## src/rtl/riscv_multicycle_ctrl.sv

```systemverilog
// riscv_multicycle_ctrl
//   Main control FSM for the multi-cycle RISC-V core. One shared ALU, one
//   unified instruction/data memory port and the IR/OldPC/ALUOut/Data holding
//   registers are sequenced over several cycles per instruction.
//   Supported subset: R, I-ALU, LW, SW, BEQ/BNE, JAL, JALR, LUI. Any other
//   opcode lands in an absorbing TRAP state that raises Illegal until rst.
//
// Ports
//   clk, rst          clock (rising edge), synchronous active-high reset
//   opcode, funct3    IR[6:0], IR[14:12]
//   Zero              ALU zero flag, meaningful in BRANCH
//   MemReady          memory completes the current request this cycle
//   MemReq/MemWrite   memory request / store strobe
//   AdrSrc            memory address: 0 = PC, 1 = Result
//   IRWrite/PCWrite   load IR+OldPC / load PC from Result
//   RegWrite          register file write
//   ResultSrc         00 ALUOut, 01 Data, 10 ALUResult, 11 ImmExt
//   ALUSrcA           00 PC, 01 OldPC, 10 RD1
//   ALUSrcB           00 RD2, 01 ImmExt, 10 constant 4
//   ALUOp             00 add, 01 subtract, 10 funct-decoded
//   ImmSrc            I 000, S 001, B 010, U 011, J 100
//   Illegal           trap flag, held while in TRAP
//   Retire            pulse on the final cycle of each instruction
//   CycleCnt/InstretCnt  performance counters
//
// Build option
//   MC_CTRL_PERF_EN   when defined, CycleCnt/InstretCnt are live counters;
//                     otherwise both are tied to 0.
module riscv_multicycle_ctrl (
  input  logic        clk,
  input  logic        rst,
  input  logic [6:0]  opcode,
  input  logic [2:0]  funct3,
  input  logic        Zero,
  input  logic        MemReady,
  output logic        MemReq,
  output logic        MemWrite,
  output logic        AdrSrc,
  output logic        IRWrite,
  output logic        PCWrite,
  output logic        RegWrite,
  output logic [1:0]  ResultSrc,
  output logic [1:0]  ALUSrcA,
  output logic [1:0]  ALUSrcB,
  output logic [1:0]  ALUOp,
  output logic [2:0]  ImmSrc,
  output logic        Illegal,
  output logic        Retire,
  output logic [31:0] CycleCnt,
  output logic [31:0] InstretCnt
);

  localparam logic [6:0] OP_LW   = 7'b0000011;
  localparam logic [6:0] OP_SW   = 7'b0100011;
  localparam logic [6:0] OP_R    = 7'b0110011;
  localparam logic [6:0] OP_I    = 7'b0010011;
  localparam logic [6:0] OP_BR   = 7'b1100011;
  localparam logic [6:0] OP_JAL  = 7'b1101111;
  localparam logic [6:0] OP_JALR = 7'b1100111;
  localparam logic [6:0] OP_LUI  = 7'b0110111;

  typedef enum logic [3:0] {
    FETCH    = 4'd0,
    DECODE   = 4'd1,
    MEMADR   = 4'd2,
    MEMREAD  = 4'd3,
    MEMWB    = 4'd4,
    MEMWRITE = 4'd5,
    EXECR    = 4'd6,
    EXECI    = 4'd7,
    ALUWB    = 4'd8,
    BRANCH   = 4'd9,
    JAL      = 4'd10,
    JALR     = 4'd11,
    JALRWB   = 4'd12,
    LUI      = 4'd13,
    TRAP     = 4'd14
  } state_t;

  state_t state;

  // State register. Unreachable encodings fall into TRAP so a corrupted
  // state is visible as Illegal rather than silently executing.
  always_ff @(posedge clk) begin
    if (rst) begin
      state <= FETCH;
    end else begin
      case (state)
        FETCH:    if (MemReady) state <= DECODE;
        DECODE: begin
          case (opcode)
            OP_LW, OP_SW: state <= MEMADR;
            OP_R:         state <= EXECR;
            OP_I:         state <= EXECI;
            OP_BR:        state <= BRANCH;
            OP_JAL:       state <= JAL;
            OP_JALR:      state <= JALR;
            OP_LUI:       state <= LUI;
            default:      state <= TRAP;
          endcase
        end
        MEMADR:   state <= (opcode == OP_LW) ? MEMREAD : MEMWRITE;
        MEMREAD:  if (MemReady) state <= MEMWB;
        MEMWB:    state <= FETCH;
        MEMWRITE: if (MemReady) state <= FETCH;
        EXECR:    state <= ALUWB;
        EXECI:    state <= ALUWB;
        ALUWB:    state <= FETCH;
        BRANCH:   state <= FETCH;
        JAL:      state <= ALUWB;
        JALR:     state <= JALRWB;
        JALRWB:   state <= FETCH;
        LUI:      state <= FETCH;
        TRAP:     state <= TRAP;
        default:  state <= TRAP;
      endcase
    end
  end

  // Immediate format follows the opcode in every state.
  always_comb begin
    ImmSrc = 3'b000;
    case (opcode)
      OP_SW:   ImmSrc = 3'b001;
      OP_BR:   ImmSrc = 3'b010;
      OP_LUI:  ImmSrc = 3'b011;
      OP_JAL:  ImmSrc = 3'b100;
      default: ImmSrc = 3'b000;
    endcase
  end

  // Output decode from the state register. Only IRWrite/PCWrite in FETCH,
  // Retire in MEMWRITE and PCWrite in BRANCH look at MemReady/Zero.
  always_comb begin
    MemReq    = 1'b0;
    MemWrite  = 1'b0;
    AdrSrc    = 1'b0;
    IRWrite   = 1'b0;
    PCWrite   = 1'b0;
    RegWrite  = 1'b0;
    ResultSrc = 2'b00;
    ALUSrcA   = 2'b00;
    ALUSrcB   = 2'b00;
    ALUOp     = 2'b00;
    Illegal   = 1'b0;
    Retire    = 1'b0;
    case (state)
      FETCH: begin
        MemReq    = 1'b1;
        ALUSrcB   = 2'b10;
        ResultSrc = 2'b10;
        IRWrite   = MemReady;
        PCWrite   = MemReady;
      end
      DECODE: begin
        ALUSrcA = 2'b01;
        ALUSrcB = 2'b01;
      end
      MEMADR: begin
        ALUSrcA = 2'b10;
        ALUSrcB = 2'b01;
      end
      MEMREAD: begin
        MemReq = 1'b1;
        AdrSrc = 1'b1;
      end
      MEMWB: begin
        ResultSrc = 2'b01;
        RegWrite  = 1'b1;
        Retire    = 1'b1;
      end
      MEMWRITE: begin
        MemReq   = 1'b1;
        AdrSrc   = 1'b1;
        MemWrite = 1'b1;
        Retire   = MemReady;
      end
      EXECR: begin
        ALUSrcA = 2'b10;
        ALUOp   = 2'b10;
      end
      EXECI: begin
        ALUSrcA = 2'b10;
        ALUSrcB = 2'b01;
        ALUOp   = 2'b10;
      end
      ALUWB: begin
        RegWrite = 1'b1;
        Retire   = 1'b1;
      end
      BRANCH: begin
        ALUSrcA = 2'b10;
        ALUOp   = 2'b01;
        Retire  = 1'b1;
        case (funct3)
          3'b000:  PCWrite = Zero;
          3'b001:  PCWrite = ~Zero;
          default: PCWrite = 1'b0;
        endcase
      end
      JAL: begin
        PCWrite = 1'b1;
        ALUSrcA = 2'b01;
        ALUSrcB = 2'b10;
      end
      JALR: begin
        ALUSrcA   = 2'b10;
        ALUSrcB   = 2'b01;
        ResultSrc = 2'b10;
        PCWrite   = 1'b1;
      end
      JALRWB: begin
        ALUSrcA   = 2'b01;
        ALUSrcB   = 2'b10;
        ResultSrc = 2'b10;
        RegWrite  = 1'b1;
        Retire    = 1'b1;
      end
      LUI: begin
        ResultSrc = 2'b11;
        RegWrite  = 1'b1;
        Retire    = 1'b1;
      end
      TRAP:    Illegal = 1'b1;
      default: Illegal = 1'b1;
    endcase
    // The state only returns to FETCH on the edge that samples rst, so the
    // strobes are masked for the reset cycle itself to abandon the
    // in-flight instruction without a stray write.
    if (rst) begin
      MemReq   = 1'b0;
      MemWrite = 1'b0;
      AdrSrc   = 1'b0;
      IRWrite  = 1'b0;
      PCWrite  = 1'b0;
      RegWrite = 1'b0;
      Illegal  = 1'b0;
      Retire   = 1'b0;
    end
  end

`ifdef MC_CTRL_PERF_EN
  logic [31:0] cycle_q;
  logic [31:0] instret_q;

  // Both counters stop in TRAP so a dead core doesn't look busy.
  always_ff @(posedge clk) begin
    if (rst) begin
      cycle_q   <= 32'd0;
      instret_q <= 32'd0;
    end else if (state != TRAP) begin
      cycle_q <= cycle_q + 32'd1;
      if (Retire) instret_q <= instret_q + 32'd1;
    end
  end

  assign CycleCnt   = cycle_q;
  assign InstretCnt = instret_q;
`else
  assign CycleCnt   = 32'd0;
  assign InstretCnt = 32'd0;
`endif

endmodule

```

## config.mk

```make
export PLATFORM = sky130hd
export DESIGN_NAME = riscv_multicycle_ctrl
export DESIGN_NICKNAME = d
export VERILOG_FILES = /design/src/rtl/riscv_multicycle_ctrl.sv
export SDC_FILE = /design/constraint.sdc
export NUM_CORES = 1
export LEC_CHECK = 0
export BUFFER_PORTS_ARGS = -buffer_cell sky130_fd_sc_hd__buf_4
export CORE_MARGIN = 2
export CORE_UTILIZATION = 35
export CTS_CLUSTER_SIZE = 25
export DETAILED_ROUTE_END_ITERATION = 12
export PLACE_DENSITY = 0.81
export SYNTH_ARGS = -nofsm -noshare
export SYNTH_HDL_FRONTEND = slang
export SYNTH_SLANG_ARGS = --single-unit
```

## constraint.sdc

```tcl
create_clock -name clk -period 3.75 [get_ports clk]
set_input_delay 0.1875 -clock clk [delete_from_list [all_inputs] [get_ports clk]]
set_output_delay 0.1875 -clock clk [all_outputs]
set_load 0.05 [all_outputs]
```

==> flow_metrics.py <==
metrics = {
    "run_status": {
        "outcome": "finished, final reports clean",
    },
    "setup_path": {
        "worstReg2RegStart": "state[1]",
        "endpoint": "PCWrite",
        "setup.worst_path.start": "state[0]",
        "r2r_slack_ps": 2120,
        "endpoint_kind": "output pin",
        "cp_max_fo": 16,
        "required_ps": 3560,
        "worstPathArrival_ps": 1900,
        "worst_setup_path_start_kind": "register",
        "reg2regPathDepth": 4,
        "r2r_end": "state[1]",
        "path_class": "reg2out",
    },
    "global_route": {
        "antenna_found_initial": 0,
        "overflow": 0,
        "grt_pass1_vias": 756,
        "grt_max_degree": 24,
        "grt.total_usage_pct": 10.6,
        "grt_pass1_wl_um": 3310,
    },
    "yosys": {
        "synth_enable_flop_cells": 0,
        "yosys.area.top_type_share_pct": 40.7,
        "yosysUniqueCellTypes": 44,
        "netlist_area_um2": 1220,
        "synth_seq_area_share_pct": 6.58,
        "synth_most_common_cell": "buf_4",
        "synthArstFlopShare_pct": 0,
        "avgSynthCellArea_um2": 7.08,
        "yosys_warnings": 0,
        "synthTopCellsByCount": "buf_4, nor2_1, nand2b_1, nor3_1",
        "synth_flop_cell": "dfxtp_1",
        "yosys_register_bits": 4,
        "synth_area_leaders": "buf_4, dfxtp_1, nand2b_1",
        "synth_cells": 172,
        "yosysTopAreaCell": "buf_4",
    },
    "sta": {
        "fin_skew_ps": 6.61,
        "fin_crit_ps": 2090,
        "clock.fmax_mhz": 480,
        "setup_viol": 0,
        "fin_tns_setup_ps": 0,
        "maxSlewViolCount": 0,
        "hold_viol": 0,
        "period_share_pct": 55.6,
        "worst_slew_pin_slew_ps": 692,
        "rsz0062_at_grt": "no",
        "relSlewSlack_pct": 53.8,
    },
    "clock_network": {
        "root_buffer": "clkbuf_4",
        "numCtsBuffers": 3,
        "clock_sinks": 4,
        "cts-resized-gates": 0,
        "clk_latency_ps": 250,
        "cts_tree": "yes",
        "clk_path_buf_depth": 2,
        "cts_setup_buffers": 0,
        "htreeDepth": 1,
        "cts-hold-fix-buffers": 0,
        "clkSlewWorstSetupHoldPaths_ps": 30,
    },
    "place": {
        "io_buffer_count": 32,
        "routabilityCongestion": 0.832,
        "dp_hpwl_um": 1770,
        "post_dp_cell_area_um2": 1210,
    },
    "die": {
        "start_util_pct": 36.5,
        "die_h_um": 63.0,
        "io-pin-count": 97,
        "dieArea_um2": 3970,
        "fp.coreArea_um2": 3340,
        "rows": 21,
        "die_w_um": 63.0,
    },
    "layout": {
        "final_cell_area_um2": 1230,
        "largest_registers": "state: 4 flops",
        "fin_nets": 213,
        "fill_cells": 369,
        "regMostFlops": "state",
        "drive_above_1_share_pct": 23.4,
        "multiInputGateArea_um2": 828,
        "largest_reg_flops": 4,
        "area_growth_pct": 1.23,
        "regArea_um2": 80.1,
        "n_antenna_cell": 0,
    },
    "detailed_routing": {
        "wl_um": 2260,
        "drt_first_pass_iters": 4,
        "drc": 0,
        "via_per_inst": 4.12,
        "drtIter0Drc": 18,
        "vias": 1000,
        "post_drt_wl_per_cell_um": 9.29,
        "ant_nets": 0,
    },
    "pwr": {
        "p_leak_nw": 0.635,
        "powerDensity_nw_per_um2": 840,
        "ir_worst_vdd_mv": 0.236,
    },
    "job": {
        "max-cap-violations": 0,
    },
    "worst_hold_path": {
        "hp-class": "in2reg",
    },
}
## critical path: stages, from the launching register on
cell and delay [ps]:
dfxtp_1 680, inv_2 130, nor4_1 310, o21ai_1 110
a211oi_2 200, buf_4 220
## final cells by class
class | instances | area share [%]
clock buffers | 3 | 1.83
well taps | 46 | 4.67
repair buffers | 32 | 19.5
inverters | 1 | 0.305
flip-flops and latches | 4 | 6.50
multi-input cells | 157 | 67.2
## logic make-up after synthesis
| group | synth area share, % |
|---|---|
| buffers and inverters | 44.8 |
| and+or+nand+nor | 28.8 |
| AOI/OAI and AO/OA | 16.7 |
| xor gates and xnor gates | 2.88 |
| DFF | 6.58 |
| other | 0.308 |
## routing by layer
metal	vias to the layer above	global-route usage [%]	wire length, µm
li1	506	-	-
met1	436	11.7	867
met2	54	18.2	1180
met3	4	3.78	187
met4	0	4.17	28
met5	-	0	0
## worst min path at each step
stage	start	endpoint	cells past startpoint
2_1_floorplan	rst	state[1]	2
3_3_place_gp	rst	state[3]	2
3_5_place_dp	rst	state[3]	2
4_1_cts	rst	state[3]	2
5_1_grt	rst	state[3]	2
6_report	rst	state[3]	2
## report_power, final
group / switching (mW) / internal [mW]
clock network: 0.0214 / 0.0360
registers: 0.0912 / 0.0607
logic: 0.587 / 0.239
total: 0.700 / 0.335
## per-stage QoR
step / instances / setup slack, ps / hold slack (ps) / utilization [%] / total power [mW]
2_1_floorplan: 235 / 1290 / 351 / - / 0.892
5_1_grt: 243 / 1500 / 232 / 36.9 / 1.10
4_1_cts: 243 / 1660 / 225 / 36.9 / 1.04
6_report: 243 / 1660 / 232 / 36.9 / 1.04
3_3_place_gp: 240 / 1970 / 474 / 36.3 / 0.969
3_5_place_dp: 240 / 1930 / 485 / 36.3 / 0.978
## cell usage in the layout (no fill, tap or decap), types with 4 or more instances in the layout
| cell | count |
|---|---|
| buf_4 | 32 |
| nor2_1 | 13 |
| nor3_1 | 8 |
| dfxtp_1 | 4 |
| a21oi_1 | 7 |
| nand2b_1 | 8 |
| conb_1 | 64 |
| nand2_1 | 7 |
Note: power is estimated with default switching activity, not from simulation.
